**src/rtl/pool_pkg.sv**
```systemverilog
// Shared constants and state encoding for the layer-2 2x2/stride-2 max-pooling sequencer.
package pool_pkg;

  localparam int FEATURE_BITWIDTH = 8;
  localparam int CHANNELS         = 8;
  localparam int L2_IN_W          = 12;
  localparam int L2_IN_H          = 12;
  localparam int L2_OUT_W         = L2_IN_W / 2;
  localparam int L2_OUT_H         = L2_IN_H / 2;
  localparam int L2_WORD_W        = CHANNELS * FEATURE_BITWIDTH;

  typedef enum logic [2:0] {
    ST_IDLE,
    ST_READ,
    ST_DRAIN,
    ST_WRITE,
    ST_DONE
  } pool_state_e;

endpackage

```
**src/rtl/pool_max_accum.sv**
```systemverilog
// Per-channel unsigned running maximum; load overwrites, otherwise keeps the larger value (ties keep acc).
module pool_max_accum
  import pool_pkg::*;
#(
  parameter int CHANNELS         = pool_pkg::CHANNELS,
  parameter int FEATURE_BITWIDTH = pool_pkg::FEATURE_BITWIDTH
) (
  input  logic                                 clk,
  input  logic                                 rst_n,
  input  logic                                 clr,
  input  logic                                 en,
  input  logic                                 load,
  input  logic [CHANNELS*FEATURE_BITWIDTH-1:0] din,
  output logic [CHANNELS*FEATURE_BITWIDTH-1:0] acc
);

  localparam int FB = FEATURE_BITWIDTH;

  logic [CHANNELS*FB-1:0] acc_nxt;

  function automatic logic [FB-1:0] max_u(input logic [FB-1:0] cur, input logic [FB-1:0] val);
    return (val > cur) ? val : cur;
  endfunction

  always_comb begin
    acc_nxt = acc;
    for (int c = 0; c < CHANNELS; c++) begin
      if (load) acc_nxt[c*FB +: FB] = din[c*FB +: FB];
      else      acc_nxt[c*FB +: FB] = max_u(acc[c*FB +: FB], din[c*FB +: FB]);
    end
  end

  always_ff @(posedge clk or negedge rst_n) begin
    if (!rst_n)   acc <= '0;
    else if (clr) acc <= '0;
    else if (en)  acc <= acc_nxt;
  end

endmodule

```
**src/rtl/pool2_window_scheduler.sv**
```systemverilog
// Streams 2x2/stride-2 max pooling over a buffered feature map: 4 reads per window, one pooled write.
module pool2_window_scheduler #(
  parameter int CHANNELS         = pool_pkg::CHANNELS,
  parameter int FEATURE_BITWIDTH = pool_pkg::FEATURE_BITWIDTH,
  parameter int IN_W             = pool_pkg::L2_IN_W,
  parameter int IN_H             = pool_pkg::L2_IN_H,
  parameter int IN_ADDR_W        = 8,
  parameter int OUT_ADDR_W       = 6
) (
  input  logic                                 clk,
  input  logic                                 rst_n,
  input  logic                                 soft_rst,
  input  logic                                 start,
  output logic                                 busy,
  output logic                                 done,
  output logic                                 rd_en,
  output logic [IN_ADDR_W-1:0]                 rd_addr,
  input  logic [CHANNELS*FEATURE_BITWIDTH-1:0] rd_data,
  output logic                                 wr_valid,
  input  logic                                 wr_ready,
  output logic [OUT_ADDR_W-1:0]                wr_addr,
  output logic [CHANNELS*FEATURE_BITWIDTH-1:0] wr_data
);
  import pool_pkg::*;

  localparam int OUT_W  = IN_W / 2;
  localparam int OUT_H  = IN_H / 2;
  localparam int WORD_W = CHANNELS * FEATURE_BITWIDTH;
  localparam int XW     = (OUT_W > 1) ? $clog2(OUT_W) : 1;
  localparam int YW     = (OUT_H > 1) ? $clog2(OUT_H) : 1;

  pool_state_e     state, state_nxt;
  logic [1:0]      k;
  logic [XW-1:0]   ox;
  logic [YW-1:0]   oy;
  logic            last_win, wr_fire;
  logic            rd_vld_p1, rd_load_p1;
  logic [IN_ADDR_W-1:0] row, col;
  logic [WORD_W-1:0]    acc;

  assign last_win = (ox == XW'(OUT_W - 1)) && (oy == YW'(OUT_H - 1));
  assign wr_fire  = (state == ST_WRITE) && wr_ready;

  always_ff @(posedge clk or negedge rst_n) begin
    if (!rst_n)        state <= ST_IDLE;
    else if (soft_rst) state <= ST_IDLE;
    else               state <= state_nxt;
  end

  always_comb begin
    state_nxt = state;
    case (state)
      ST_IDLE:  if (start) state_nxt = ST_READ;
      ST_READ:  if (k == 2'd3) state_nxt = ST_DRAIN;
      ST_DRAIN: state_nxt = ST_WRITE;
      ST_WRITE: if (wr_ready) state_nxt = last_win ? ST_DONE : ST_READ;
      ST_DONE:  state_nxt = ST_IDLE;
      default:  state_nxt = ST_IDLE;
    endcase
  end

  // Window walk: k steps the 2x2 taps, ox/oy advance on each accepted write
  always_ff @(posedge clk or negedge rst_n) begin
    if (!rst_n) begin
      k  <= '0;
      ox <= '0;
      oy <= '0;
    end else if (soft_rst) begin
      k  <= '0;
      ox <= '0;
      oy <= '0;
    end else if (state == ST_READ) begin
      k <= k + 2'd1;
    end else if (wr_fire) begin
      if (last_win) begin
        ox <= '0;
        oy <= '0;
      end else if (ox == XW'(OUT_W - 1)) begin
        ox <= '0;
        oy <= oy + YW'(1);
      end else begin
        ox <= ox + XW'(1);
      end
    end
  end

  // p1: read data returns one cycle after rd_en
  always_ff @(posedge clk or negedge rst_n) begin
    if (!rst_n) begin
      rd_vld_p1  <= 1'b0;
      rd_load_p1 <= 1'b0;
    end else if (soft_rst) begin
      rd_vld_p1  <= 1'b0;
      rd_load_p1 <= 1'b0;
    end else begin
      rd_vld_p1  <= rd_en;
      rd_load_p1 <= rd_en && (k == 2'd0);
    end
  end

  pool_max_accum #(
    .CHANNELS        (CHANNELS),
    .FEATURE_BITWIDTH(FEATURE_BITWIDTH)
  ) u_accum (
    .clk  (clk),
    .rst_n(rst_n),
    .clr  (soft_rst),
    .en   (rd_vld_p1),
    .load (rd_load_p1),
    .din  (rd_data),
    .acc  (acc)
  );

  assign row      = IN_ADDR_W'({oy, k[1]});
  assign col      = IN_ADDR_W'({ox, k[0]});
  assign rd_en    = (state == ST_READ);
  assign rd_addr  = rd_en ? (row * IN_ADDR_W'(IN_W) + col) : '0;
  assign busy     = (state != ST_IDLE);
  assign done     = (state == ST_DONE);
  assign wr_valid = (state == ST_WRITE);
  assign wr_addr  = OUT_ADDR_W'(oy) * OUT_ADDR_W'(OUT_W) + OUT_ADDR_W'(ox);
  assign wr_data  = acc;

endmodule

```
**config.mk**
```make
export PLATFORM = sky130hd
export DESIGN_NAME = pool2_window_scheduler
export DESIGN_NICKNAME = d
export VERILOG_FILES = /design/src/rtl/pool_pkg.sv /design/src/rtl/pool_max_accum.sv /design/src/rtl/pool2_window_scheduler.sv
export SDC_FILE = /design/constraint.sdc
export NUM_CORES = 1
export LEC_CHECK = 0
export CAP_MARGIN = 20
export CORE_UTILIZATION = 50
export DETAILED_ROUTE_END_ITERATION = 10
export PLACE_DENSITY = 0.85
export SLEW_MARGIN = 20
export SYNTH_ARGS = -nofsm -noshare
export SYNTH_HDL_FRONTEND = slang
export SYNTH_SLANG_ARGS = --single-unit
```
**constraint.sdc**
```tcl
create_clock -name clk -period 3.13 [get_ports clk]
set_clock_uncertainty 0.1 [all_clocks]
set_input_delay 0.313 -clock clk [delete_from_list [all_inputs] [get_ports clk]]
set_output_delay 0.313 -clock clk [all_outputs]
set_load 0.005 [all_outputs]
```
# Word level (Yosys, flattened, before mapping)
# Index checks and enable logic that the tools add are counted.
[totals]
ramBits = 0
output_inout_bits = 82
latchBits = 0
register_bits = 77
rom_bits = 0
word_cells = 108
n_memories = 0
input_bits = 69
[classes]
n_reduce_logical = 29
shifts = 0
n_bitwise = 0
mul = 2
n_eq_ne = 11
n_div = 0
add_sub_neg = 5
magnitude_cmp = 8
n_mux = 39
[ops]
columns = ["cell", "n"]
rows = [
  ["$mux W8", 17],
  ["$mux W64", 2],
  ["$gt A8 B8 Y1", 8],
  ["$mux W3", 15],
  ["$reduce_bool A3 Y1", 10],
  ["$reduce_and A2 Y1", 9],
  ["$pmux W3 S4", 1],
  ["$eq A3 B3 Y1 const B", 3],
  ["$add A8 B4 Y8", 1],
  ["$add A3 B1 Y3 const B", 2],
  ["$add A6 B3 Y6", 1],
  ["$eq A3 B2 Y1 const B", 2],
  ["$mul A4 B2 Y6 const B", 1],
  ["$ne A3 B2 Y1 const B", 2],
  ["$reduce_and A3 Y1", 2],
  ["$reduce_bool A2 Y1", 3],
  ["$mul A3 B2 Y5 const B", 1],
  ["$mux W2", 2],
  ["$eq A3 B1 Y1 const B", 1],
  ["$logic_and A1 B1 Y1", 3],
  ["$logic_not A3 Y1", 1],
  ["$ne A3 B3 Y1 const B", 1],
  ["$add A2 B1 Y2 const B", 1],
  ["$eq A2 B2 Y1 const B", 1],
  ["3 further kinds", 4],
]

# Logic depth before layout (Yosys ltp)
[logic_depth]
word_depth = 6
depth_mapped = 8
ltp_nobuf = 8

# Cells and area by module
# From an unflattened synthesis, not the netlist that was laid out.
[unflattened]
cells_unflattened = 628
area_unflattened_um2 = 5969.5
[modules_own_cells]
columns = ["mod", "seq_area_each_um2", "area_per_inst_um2", "cells_each", "n_inst"]
rows = [
  ["pool_max_accum", 1601.5, 4870.9, 507, 1],
  ["pool2_window_scheduler", 325.3, 1098.6, 121, 1],
]

# Least setup slack after synthesis
# Ideal clock, no wire load.
[synth_timing]
path_type = "register -> output"
startpoint = "reg oy[1]"
endpoint = "out rd_addr[7]"
path_buffers = 0
required_time_ps = 2717
setup_slack_ps = 778
t_arrival_ps = 1939
stages_incl_launch_ff = 8
cell_sequence = "dfrtp_1 > inv_1 > ha_1 > or3b_4 > a211oi_4 > a41oi_1 > a32oi_1 > nor2_1"
[synth_between]
elab_chain_cells = 3
[synth_rtl]
columns = ["element", "line_no", "text"]
rows = [
  ["start: declaration", "pool2_window_scheduler.sv:35", "logic [YW-1:0] oy;"],
  ["start signal: assignment", "pool2_window_scheduler.sv:80", "oy <= oy + YW'(1);"],
  ["$mul A4 B2 Y6", "pool2_window_scheduler.sv:117", "assign rd_addr = rd_en ? (row * IN_ADDR_W'(IN_W) + col) : '0;"],
  ["$add A8 B4 Y8", "pool2_window_scheduler.sv:117", ""],
  ["$mux W8", "pool2_window_scheduler.sv:117", ""],
  ["end: declaration", "pool2_window_scheduler.sv:17", "output logic [IN_ADDR_W-1:0] rd_addr,"],
]
# No other way between the ends.

# Final worst setup path
[layout_timing]
startpoint = "reg oy[0]"
endpoint = "out rd_addr[7]"
# The elaborated chain is that of the path after synthesis.

==> results.yml <==
run_status:
  status: "complete, no violations"
timing:
  fin_crit_ns: 3.040
  rsz0062_at_grt: "yes"
  finalSetupViolations: 0
  timing.final.ws_setup_ns: 0.09005
  hold_viol_final: 0
  drv_slew: 0
  fmax_mhz: 329.0
  slew_headroom: 0.5139
  tightest_slew_ns: 0.7292
  period_share: 0.9712
  hold_slack_ns: 0.3059
critical_path:
  worstPathMaxFanout: 4
  crit_arrival_ns: 2.63
  worstPathCellList: "ha_2 -> inv_1 -> fa_2 -> nor2b_2 -> a211oi_4 -> buf_4 -> a211o_2 -> a32oi_1 -> nor2_1 -> dlygate4sd2_1"
  endpoint_kind: "output pin"
  worst-setup-path-type: "reg2out"
  rrSetupSlack_ns: 0.82
  path_buf_inv: 3
  critPathTopFamily: "compound AO/OA/AOI/OAI gates"
  r2r_cells: 7
  slowest_stage: "dfrtp_2"
  timing.rr.start: "u_accum.acc[21]"
  crit_path_start_kind: "flip-flop"
  cp.required_ns: 2.72
  max_stage_delay_ns: 0.42
  r2r-end: "u_accum.acc[21]"
final_layout:
  diodes: 0
  area_growth_pct: 34.00
  final_layout_size_suffix_gt1_frac: 0.06986
  nFillCells: 874
  multiInputGateArea_mm2: 0.003612
  regArea_mm2: 0.001931
  utilization: 0.6879
  nets: 917
power:
  finalPower_mw: 2.785
  p_leak_nw: 3.202
  peakVddDrop_mv: 0.2992
  power.density_mw_per_mm2: 354.6
grt:
  overflow: 0
  use_met3: 0.02352
  track_usage: 0.2419
  grt_max_degree: 78
  grt_util_met2: 0.4321
  grt_busiest_layer: "met2"
  grt_pass1_vias: 4933
  gr-usage-met1: 0.2900
  grt_pass1_wl_um: 22760
  antenna_found_initial: 0
cts:
  ctsLongestPathBuffers: 2
  cts_root_buf: "clkbuf_16"
  clock_latency_ns: 0.33
  cts_tree: "yes"
  clk_pin_slew_worst_paths_ns: 0.05
  cts-buffers-inserted: 9
  cts.sinks: 77
  cts_max_level: 3
detailed_routing:
  drc: 0
  wl_um: 14330
  drt_first_pass_iters: 4
  drtIter0Drc: 257
  wire_per_inst_um: 15.64
  vias_per_cell: 5.305
  vias: 4859
  drtAntennaViolNets: 0
synthesis:
  synth_top_area_cell: "dfrtp_1"
  synth_area_leaders: "dfrtp_1, ha_1, nand2b_1"
  synth-edff-count: 0
  synthTopCellsByCount: "nand2b_1, dfrtp_1, inv_1"
  syn-num-nets: 766
  synth-seq-cells: 77
  synth_warnings: 0
  synthArstFlopShare: 1.000
  syn_area_mm2: 0.005862
  synthCells: 618
  synth_ff_type: "dfrtp_1"
  yosysSeqAreaShare: 0.3287
  yosysMostFrequentCell: "nand2b_1"
  yosysTopAreaCellShare: 0.3287
  avgSynthCellArea_um2: 9.485
  synth.distinct_cells: 43
floorplanning:
  io_pins: 151
  die_y_um: 110.3
  core_mm2: 0.01142
  start_util: 0.5134
  dieWidth_um: 110.3
  rows: 39
  dieArea_mm2: 0.01216
hold_path:
  hold_path_depth: 2
  hold_path_end: "ox[1]"
  hold_start: "soft_rst"
  hp-class: "in2reg"
placement:
  io_buffers: 150
  dp_hpwl_um: 10340
  dp_worst_setup_slack_ns: 0.1856
  routabilityCongestion: 0.8689
job:
  cap_violations: 0
## kinds of logic after synthesis
| logic type | after synthesis | synth area share |
|---|---|---|
| AOI/OAI and AO/OA | 75 | 0.09306 |
| xor gates and xnor gates | 8 | 0.01195 |
| and+or+nand+nor | 215 | 0.2156 |
| adders and majority gates | 79 | 0.1737 |
| muxes | 66 | 0.1129 |
| DFF | 77 | 0.3287 |
| buffers and inverters | 98 | 0.06403 |
## per-layer routing
metal | vias to the layer above | share of wire
met5 | - | 0
met4 | 0 | 0.028
met3 | 26 | 0.036
met2 | 116 | 0.50
met1 | 2320 | 0.44
li1 | 2397 | -
## registers in the layout, summed over array words and instances, names as in the netlist
name / flops
u_accum.acc: 64
state: 3
k: 2
oy: 3
rd_load_p1: 1
rd_vld_p1: 1
ox: 3
## worst max path at each step
stage | startpoint | end | slack [ns] | cells past startpoint
floorplan | oy[1] | rd_addr[7] | 0.78 | 7
global placement | oy[1] | rd_addr[7] | 0.26 | 8
detailed placement | oy[1] | rd_addr[7] | 0.19 | 8
CTS | oy[1] | rd_addr[7] | 0.02 | 10
global route | oy[0] | rd_addr[7] | -0.01 | 10
finish | oy[0] | rd_addr[7] | 0.09 | 10
## placed cells by master, fill, tap and decap left out, types with 10 or more instances in the layout
cell / Yosys / final
clkdlybuf4s50_1: 0 / 147
nand2b_1: 128 / 128
inv_1: 76 / 75
dfrtp_1: 77 / 74
ha_1: 75 / 72
mux2i_1: 65 / 65
nor2_1: 24 / 23
a21oi_1: 23 / 23
nand4_1: 16 / 16
nand2_1: 15 / 15
buf_4: 1 / 10
## per-stage QoR
stage	instance area (µm²)	std cells	TNS, ns
6_report	7855	916	0
5_1_grt	7855	916	-0.01356
4_1_cts	7795	913	0
3_5_place_dp	7463	892	0
3_3_place_gp	7463	892	0
2_1_floorplan	5862	618	0
## final cells by class
cell class | count | area share
sequential | 77 | 0.2458
timing repair buffer | 161 | 0.2013
tap | 143 | 0.02278
inverter | 77 | 0.03711
clock buffer | 13 | 0.03186
clock inverter | 2 | 0.001274
multi-input combinational | 443 | 0.4599
## power by group
| part | switching [mW] | internal (mW) |
|---|---|---|
| clock network | 0.396 | 0.552 |
| registers | 0.0568 | 1.04 |
| logic | 0.330 | 0.406 |
## what timing repair did
item	CTS	global route
endpoints found under the setup margin	2	3
setup buffers	6	2
gates resized for setup	8	8
pin swaps	3	1
endpoints found under the hold margin	0	14
hold buffers	0	1
(Power assumes the default switching activity.)
